--- src/rtl/vending_pkg.sv ---
// Shared types for the ticket-machine payout path: coin denominations and
// the payout FSM state encoding.
package vending_pkg;

    typedef logic [1:0] denom_t;

    typedef enum logic [1:0] {
        IDLE     = 2'd0,
        SELECT   = 2'd1,
        DISPENSE = 2'd2,
        FINISH   = 2'd3
    } state_t;

    // Coin value per denomination index, largest first so index order is greedy order.
    localparam logic [7:0] DENOM_VALUE [4] = '{8'd50, 8'd10, 8'd5, 8'd1};

    function automatic logic [7:0] denom_value(input denom_t d);
        return DENOM_VALUE[d];
    endfunction

endpackage

--- src/rtl/change_dispenser_coin_select.sv ---
// Combinational greedy pick: lowest denomination index whose value fits the
// amount still owed and whose inventory is not empty.
module coin_select
    import vending_pkg::*;
#(
    parameter int AMT_W = 8
) (
    input  logic [AMT_W-1:0] i_owed,
    input  logic [3:0]       i_inv_nz,
    output logic             o_found,
    output denom_t           o_denom
);

    always_comb begin
        o_found = 1'b0;
        o_denom = '0;
        // Walk from smallest coin to largest so the last hit is the largest coin.
        for (int d = 3; d >= 0; d--) begin
            if (i_inv_nz[d] && (16'(denom_value(denom_t'(d))) <= 16'(i_owed))) begin
                o_found = 1'b1;
                o_denom = denom_t'(d);
            end
        end
    end

endmodule

--- src/rtl/change_dispenser.sv ---
// Change payout controller: pays a requested amount one coin per hopper handshake,
// tracking per-denomination inventory. Optional audit counter: AUDIT_COUNTER_EN.
module change_dispenser
    import vending_pkg::*;
#(
    parameter int AMT_W    = 8,
    parameter int INV_W    = 6,
    parameter int INIT_CNT = 20
) (
    input  logic             clk,
    input  logic             reset,
    input  logic             req_valid,
    output logic             req_ready,
    input  logic [AMT_W-1:0] req_amount,
    output logic             coin_valid,
    output denom_t           coin_denom,
    input  logic             coin_ready,
    input  logic             refill,
    input  denom_t           refill_denom,
    input  logic [INV_W-1:0] refill_count,
    output logic             busy,
    output logic             done,
    output logic             short,
    output logic [AMT_W-1:0] owed,
    output logic [15:0]      total_paid,
    output state_t           dbg_state
);

    localparam int INV_MAX    = (1 << INV_W) - 1;
    localparam int INIT_CLAMP = (INIT_CNT > INV_MAX) ? INV_MAX : INIT_CNT;
    localparam logic [INV_W-1:0] INV_INIT = INV_W'(INIT_CLAMP);
    localparam logic [INV_W:0]   INV_SAT  = (INV_W+1)'(INV_MAX);

    // Handshakes: a request is taken on req_valid & req_ready (ready only in IDLE);
    // a coin is taken on coin_valid & coin_ready, and coin_denom is frozen until then.
    state_t           r_state;
    logic             r_req_ready;
    logic             r_coin_valid;
    logic             r_done;
    logic             r_short;
    denom_t           r_denom;
    logic [AMT_W-1:0] r_owed;
    logic [INV_W-1:0] r_inv [4];

    logic [INV_W-1:0] w_inv_next [4];
    logic [INV_W:0]   w_sum;
    logic [3:0]       w_inv_nz;
    logic             w_found;
    denom_t           w_pick;
    logic             w_take;
    logic [AMT_W-1:0] w_coin_val;

    assign w_take     = r_coin_valid & coin_ready;
    assign w_coin_val = AMT_W'(denom_value(r_denom));

    coin_select #(
        .AMT_W (AMT_W)
    ) u_coin_select (
        .i_owed   (r_owed),
        .i_inv_nz (w_inv_nz),
        .o_found  (w_found),
        .o_denom  (w_pick)
    );

    // Refill and a same-cycle coin take combine before saturating at the top.
    always_comb begin
        w_sum = '0;
        for (int d = 0; d < 4; d++) begin
            w_inv_nz[d] = (r_inv[d] != '0);
            w_sum = {1'b0, r_inv[d]};
            if (refill && (refill_denom == denom_t'(d))) begin
                w_sum = w_sum + {1'b0, refill_count};
            end
            if (w_take && (r_denom == denom_t'(d))) begin
                w_sum = w_sum - (INV_W+1)'(1);
            end
            w_inv_next[d] = (w_sum > INV_SAT) ? INV_SAT[INV_W-1:0] : w_sum[INV_W-1:0];
        end
    end

    always_ff @(posedge clk) begin
        if (reset) begin
            for (int d = 0; d < 4; d++) begin
                r_inv[d] <= INV_INIT;
            end
        end else begin
            for (int d = 0; d < 4; d++) begin
                r_inv[d] <= w_inv_next[d];
            end
        end
    end

    always_ff @(posedge clk) begin
        if (reset) begin
            r_state      <= IDLE;
            r_req_ready  <= 1'b1;
            r_coin_valid <= 1'b0;
            r_done       <= 1'b0;
            r_short      <= 1'b0;
            r_denom      <= '0;
            r_owed       <= '0;
        end else begin
            r_done <= 1'b0;
            case (r_state)
                IDLE: begin
                    if (req_valid && r_req_ready) begin
                        r_owed      <= req_amount;
                        r_short     <= 1'b0;
                        r_req_ready <= 1'b0;
                        r_state     <= SELECT;
                    end
                end
                SELECT: begin
                    if (w_found) begin
                        r_denom      <= w_pick;
                        r_coin_valid <= 1'b1;
                        r_state      <= DISPENSE;
                    end else begin
                        r_short <= (r_owed != '0);
                        r_done  <= 1'b1;
                        r_state <= FINISH;
                    end
                end
                DISPENSE: begin
                    if (coin_ready) begin
                        r_owed       <= r_owed - w_coin_val;
                        r_coin_valid <= 1'b0;
                        r_state      <= SELECT;
                    end
                end
                FINISH: begin
                    r_req_ready <= 1'b1;
                    r_state     <= IDLE;
                end
                default: begin
                    r_req_ready <= 1'b1;
                    r_state     <= IDLE;
                end
            endcase
        end
    end

`ifdef AUDIT_COUNTER_EN
    logic [15:0] r_total;
    logic [16:0] w_total_sum;

    assign w_total_sum = {1'b0, r_total} + 17'(denom_value(r_denom));

    always_ff @(posedge clk) begin
        if (reset) begin
            r_total <= '0;
        end else if (w_take) begin
            r_total <= w_total_sum[16] ? 16'hFFFF : w_total_sum[15:0];
        end
    end

    assign total_paid = r_total;
`else
    assign total_paid = 16'd0;
`endif

    assign req_ready  = r_req_ready;
    assign busy       = ~r_req_ready;
    assign coin_valid = r_coin_valid;
    assign coin_denom = r_denom;
    assign done       = r_done;
    assign short      = r_short;
    assign owed       = r_owed;
    assign dbg_state  = r_state;

endmodule

--- config.mk ---
export PLATFORM = sky130hd
export DESIGN_NAME = change_dispenser
export DESIGN_NICKNAME = d
export VERILOG_FILES = /design/src/rtl/vending_pkg.sv /design/src/rtl/change_dispenser_coin_select.sv /design/src/rtl/change_dispenser.sv
export SDC_FILE = /design/constraint.sdc
export NUM_CORES = 1
export LEC_CHECK = 0
export ABC_AREA = 1
export BUFFER_PORTS_ARGS = -buffer_cell sky130_fd_sc_hd__buf_2
export CAP_MARGIN = 20
export CORE_AREA = 4 4 108 110
export DETAILED_ROUTE_END_ITERATION = 16
export DIE_AREA = 0 0 112 114
export PLACE_DENSITY = 0.54
export SYNTH_ARGS = -nofsm -noshare
export SYNTH_HDL_FRONTEND = slang
export SYNTH_SLANG_ARGS = --single-unit
--- constraint.sdc ---
create_clock -name clk -period 7.15 [get_ports clk]
set_input_delay 1.0725 -clock clk [delete_from_list [all_inputs] [get_ports clk]]
set_output_delay 1.0725 -clock clk [all_outputs]
set_load 0.005 [all_outputs]
### Word level (Yosys, flattened, before mapping)

Memories as Yosys holds them, arrays and structs flattened.
Cells that the tools add are included.

* memory bits (read-only): 0
* bits in writable memories: 24
* bits in registers: 16
* memories: 1
* bits of input ports: 21
* latch bits: 0
* output and inout bits: 33

Memory list
* r_inv: words 4, bits a word 6, rd ports 4, clocked after memory_dff 0, write ports 4, RTL line change_dispenser.sv:43 `logic [INV_W-1:0] r_inv [4];`

* $lt $le $gt $ge: 9
* div/mod/pow operators: 0
* bitwise logic cells: 8
* mux-type cells: 45
* $mul: 0
* shift operators: 0
* add/subtract/negate cells: 9
* equality and inequality tests: 13
* reductions and logical operators: 32

Operator list (count)
* 7-bit two-way mux: 8
* 6-bit two-way mux: 8
* 8-bit two-way mux: 4
* 6-bit by 6-bit adder with 7-bit output: 4
* 7-bit by 6-bit greater-than comparator with 1-bit output (second input constant): 4
* 7-bit by 1-bit subtractor with 7-bit output (second input constant): 4
* 6-bit nonzero test: 4
* 8-bit binary-select mux with 2-bit select: 1
* 8-bit case mux with 2 select lines: 1
* 1-bit logical AND: 13
* 1-bit two-way mux: 13
* 2-bit equality test (second input constant): 6
* 2-bit two-way mux: 6
* 3-bit AND reduction: 3
* 1-bit by 8-bit less-or-equal comparator with 1-bit output (first input constant): 1
* 3-bit by 8-bit less-or-equal comparator with 1-bit output (first input constant): 1
* 4-bit by 8-bit less-or-equal comparator with 1-bit output (first input constant): 1
* 6-bit by 8-bit less-or-equal comparator with 1-bit output (first input constant): 1
* 2-bit case mux with 4 select lines: 1
* 2-bit nonzero test: 4
* 8-bit nonzero test: 1
* 8-bit subtractor: 1
* 2-bit by 1-bit equality test with 1-bit output (second input constant): 3
* 2-bit logical NOT: 3
* 10 further kinds: 20

### Logic depth before layout (Yosys ltp)

An unclocked memory read counts as a cell.

* depth in word-level cells: 9
* mapped depth: 16
* gate-level depth less buffers: 16

### Hierarchy

Synthesis repeated with hierarchy kept, for this count alone.

* cell total of the unflattened synthesis: 668
* area total of the unflattened synthesis: 4038.9 µm²

By module, submodules not included
* change_dispenser: cells each 638, times used 1, sequential area each 800.8 µm², area each 3900.0 µm²
* coin_select: cells each 30, times used 1, sequential area each 0.0 µm², area each 138.9 µm²

### Worst setup path after synthesis

Ideal clock, no wire load.

* path type: input-to-reg
* start point: input refill_count[0]
* end point: memory r_inv[3][2]
* stages on the path: 14
* path buffers: 0
* path slack: 4077 ps
* arrival time: 2955 ps
* setup time: 118 ps
* cells stage by stage: ha_1 fa_1 inv_1 o21ai_0 inv_1 ha_1 nand4_1 nor2_1 nand3_1 nor2_1 nand3_1 nand2_1 nor2_1 nand2_1

RTL lines
* start, declared: RTL line change_dispenser.sv:20 `input logic [INV_W-1:0] refill_count,`
* end, declared: RTL line change_dispenser.sv:43

==> flow_metrics.py <==
metrics = {
    "outcome": {
        "status": "completed",
    },
    "flow_run": {
        "drv_cap": 0,
    },
    "worst_setup_path": {
        "path_common_cell": "nand2_1",
        "reg2reg_to": "r_inv[3][2]",
        "r2r-start": "r_inv[3][0]",
        "cp_num_cells": 14,
        "cpPeakStageDelay_ns": 0.44,
        "reg2reg_slack_ns": 4.62,
        "path_class": "in -> reg",
        "critPathRequiredTime_ns": 7.34,
        "setup.worst_path.end_class": "register",
        "cp-startpoint": "refill_count[0]",
        "start_kind": "input port",
        "crit_chain": "buf_2, ha_1, fa_1, o21ai_0, ha_1, nand2_1, nor2_1, nand3_1, nor2_1, nand2_1, nand2_1, nand2_1, nor2_1, nand2_1",
        "reg2reg_depth": 14,
        "slowest_stage": "fa_1",
        "path_delay_family": "adder cells",
        "crit_fanout": 4,
        "crit_buf_inv": 1,
        "arrival_ns": 3.30,
        "crit_path_end": "r_inv[0][4]",
    },
    "power_and_ir_drop": {
        "intPower_w": 0.000483,
        "share_seq_of_total_power_pct": 34.1,
        "p_leak_nw": 2.42,
        "pwr-share-comb_pct": 42.3,
        "swShare_pct": 40.9,
        "switching_power_w": 0.000335,
        "p_clk_share_pct": 23.6,
        "peakVddDrop_v": 0.000104,
        "powerDensity_mw_per_mm2": 187,
        "power_w": 0.000817,
    },
    "die": {
        "pin_count": 54,
        "die_area_mm2": 0.0128,
        "core_region_area_mm2": 0.0107,
        "die_y_um": 114,
        "rows": 38,
        "fp.dieW_um": 112,
        "start_util_pct": 37.1,
    },
    "clocking": {
        "cts_setup_buffers": 0,
        "cts_buffers": 5,
        "cts_num_sinks": 40,
        "cts_buffer_depth": 2,
        "cts_root_buf": "clkbuf_8",
        "cts_hold_buf": 0,
        "cts_tree": "yes",
        "clk_latency_ns": 0.30,
        "path_clk_slew_ns": 0.09,
        "cts_resized": 0,
        "htreeDepth": 2,
    },
    "final_layout": {
        "drive_gt1_share_pct": 8.45,
        "area_growth_pct": 10.0,
        "mostFrequentLayoutCell": "nand2_1",
        "finalNetCount": 769,
        "layout_common_cells": "nand2_1, inv_1, nand3_1",
        "n_fill_cell": 1174,
        "n_antenna_cell": 0,
    },
    "synthesis": {
        "synth.distinct_cells": 32,
        "muxShareOfSynthArea_pct": 0.284,
        "postSynthAreaPerCell_um2": 5.93,
        "synth-simple-area-share_pct": 40.6,
        "ys_ff_latch": 40,
        "synthCells": 669,
        "ys.flop_type": "dfxtp_1",
        "syn-cell-area_mm2": 0.00397,
        "synth_top_family_by_area": "simple AND/OR/NAND/NOR gates",
        "synthXorXnorAreaFrac_pct": 3.31,
        "synth_compound_area_share_pct": 8.61,
        "async_flop_share_pct": 0,
        "yosysSeqAreaShare_pct": 20.2,
        "synth_edf_count": 0,
        "synth_fa_ha_area_share_pct": 13.3,
        "yosys_warnings": 0,
    },
    "drt": {
        "routed_wl_um": 10400,
        "drc": 0,
        "viasPerCell": 4.81,
        "wire_per_inst_um": 12.2,
        "dr.pass1.iters": 4,
        "num_vias": 4090,
        "drt_iter0_drc": 154,
        "ant_nets": 0,
    },
    "global_route": {
        "grt_pass1_wl_um": 17300,
        "grt_pass1_vias": 3806,
        "grt_use_total_pct": 16.4,
        "grt_overflow": 0,
        "grt_max_degree": 20,
        "antenna_found_initial": 0,
    },
    "timing": {
        "period_needed_ns": 3.11,
        "maxSlewHeadroom_pct": 56.4,
        "fmax_mhz": 321,
        "worst_pin_slew_ns": 0.649,
        "setup-violations-final": 0,
        "clock_skew_ns": 0.0105,
        "fin_tns_setup_ns": 0,
        "hold_violations": 0,
        "grt_setup_unrepaired": "no",
        "drv_slew": 0,
        "fin_crit_sh_pct": 43.5,
    },
    "placement": {
        "place_congestion": 0.827,
        "io_buffers": 37,
        "dp_hpwl_um": 8420,
    },
    "min_path": {
        "hold_path.class": "reg -> reg",
        "hp-start": "owed[7]",
    },
}
per-stage QoR:
stage	cells	hold WS, ns	area, µm²	worst slack [ns]	utilization [%]
final	850	0.529	4360	4.04	40.8
after global placement	842	0.512	4250	3.76	39.7
after global routing	850	0.574	4360	3.79	40.8
after CTS	850	0.529	4360	4.03	40.8
after detailed placement	842	0.509	4250	3.72	39.7
after floorplan	684	0.499	4020	4.08	-
kinds of logic (layout without fill, tap and decap cells):
family / Yosys count / in the layout
AO/OA/AOI/OAI: 61 / 61
buffers and inverters: 128 / 154
XOR/XNOR: 15 / 15
multiplexers: 1 / 1
other: 1 / 16
flip-flops: 40 / 40
AND/OR/NAND/NOR: 384 / 384
adder cells (fa/ha/maj): 39 / 39
flip-flops by register name, indices dropped and copies added, names as in the netlist:
name and flops:
owed 8, short 1, done 1, req_ready 1
r_inv 24, dbg_state 2, coin_denom 2, coin_valid 1
layout make-up:
cell class	count	area, µm²	area share [%]
multi-input combinational	516	2680	61.4
sequential	40	801	18.4
inverter	109	409	9.38
timing repair buffer	37	185	4.25
tap	140	175	4.02
clock buffer	5	68.8	1.58
clock inverter	3	42.5	0.975
tightest hold or removal path: cells and delay by family (launching register included):
| family | cells | cell delay [ns] |
|---|---|---|
| compound gates | 1 | 0.06 |
| flops | 1 | 0.36 |
| simple gates | 1 | 0.08 |
power by group through the flow:
stage | clock (W) | sequential (W) | combinational (W)
2_1_floorplan | 0 | 0.000276 | 0.000263
3_3_place_gp | 0 | 0.000285 | 0.000342
3_5_place_dp | 0 | 0.000284 | 0.000344
4_1_cts | 0.000198 | 0.000279 | 0.000347
5_1_grt | 0.000207 | 0.000284 | 0.000399
6_report | 0.000193 | 0.000279 | 0.000346
synthesized netlist by cell type (6+ instances only):
| library cell | count | area [µm²] |
|---|---|---|
| a21oi_1 | 29 | 145 |
| buf_4 | 16 | 120 |
| dfxtp_1 | 40 | 801 |
| ha_1 | 34 | 425 |
| inv_1 | 106 | 398 |
| nand2_1 | 211 | 792 |
| nand3_1 | 74 | 370 |
| nand4_1 | 13 | 81.3 |
| nor2_1 | 68 | 255 |
| o21ai_0 | 16 | 80.1 |
| or2_2 | 9 | 56.3 |
| xnor2_1 | 6 | 52.6 |
| xor2_1 | 9 | 78.8 |
per-layer routing:
layer  up-vias  part of all wire [%]  global-route usage (%)  wire length [µm]
li1       2171                     -                       -                 -
met1      1818                    46                    21.0              4810
met2        89                    47                    28.9              4840
met3        12                   5.5                    2.07               568
met4         0                   1.8                    5.13               186
met5         -                     0                       0                 0
how the worst min path moves through the flow:
stage	endpoint	slack [ns]	cells after the start
3_5_place_dp	coin_valid	0.51	2
6_report	owed[7]	0.53	2
3_3_place_gp	owed[7]	0.51	2
2_1_floorplan	owed[7]	0.50	2
4_1_cts	owed[7]	0.53	2
5_1_grt	owed[7]	0.57	2
No activity file was read; power rests on OpenSTA's default activity.
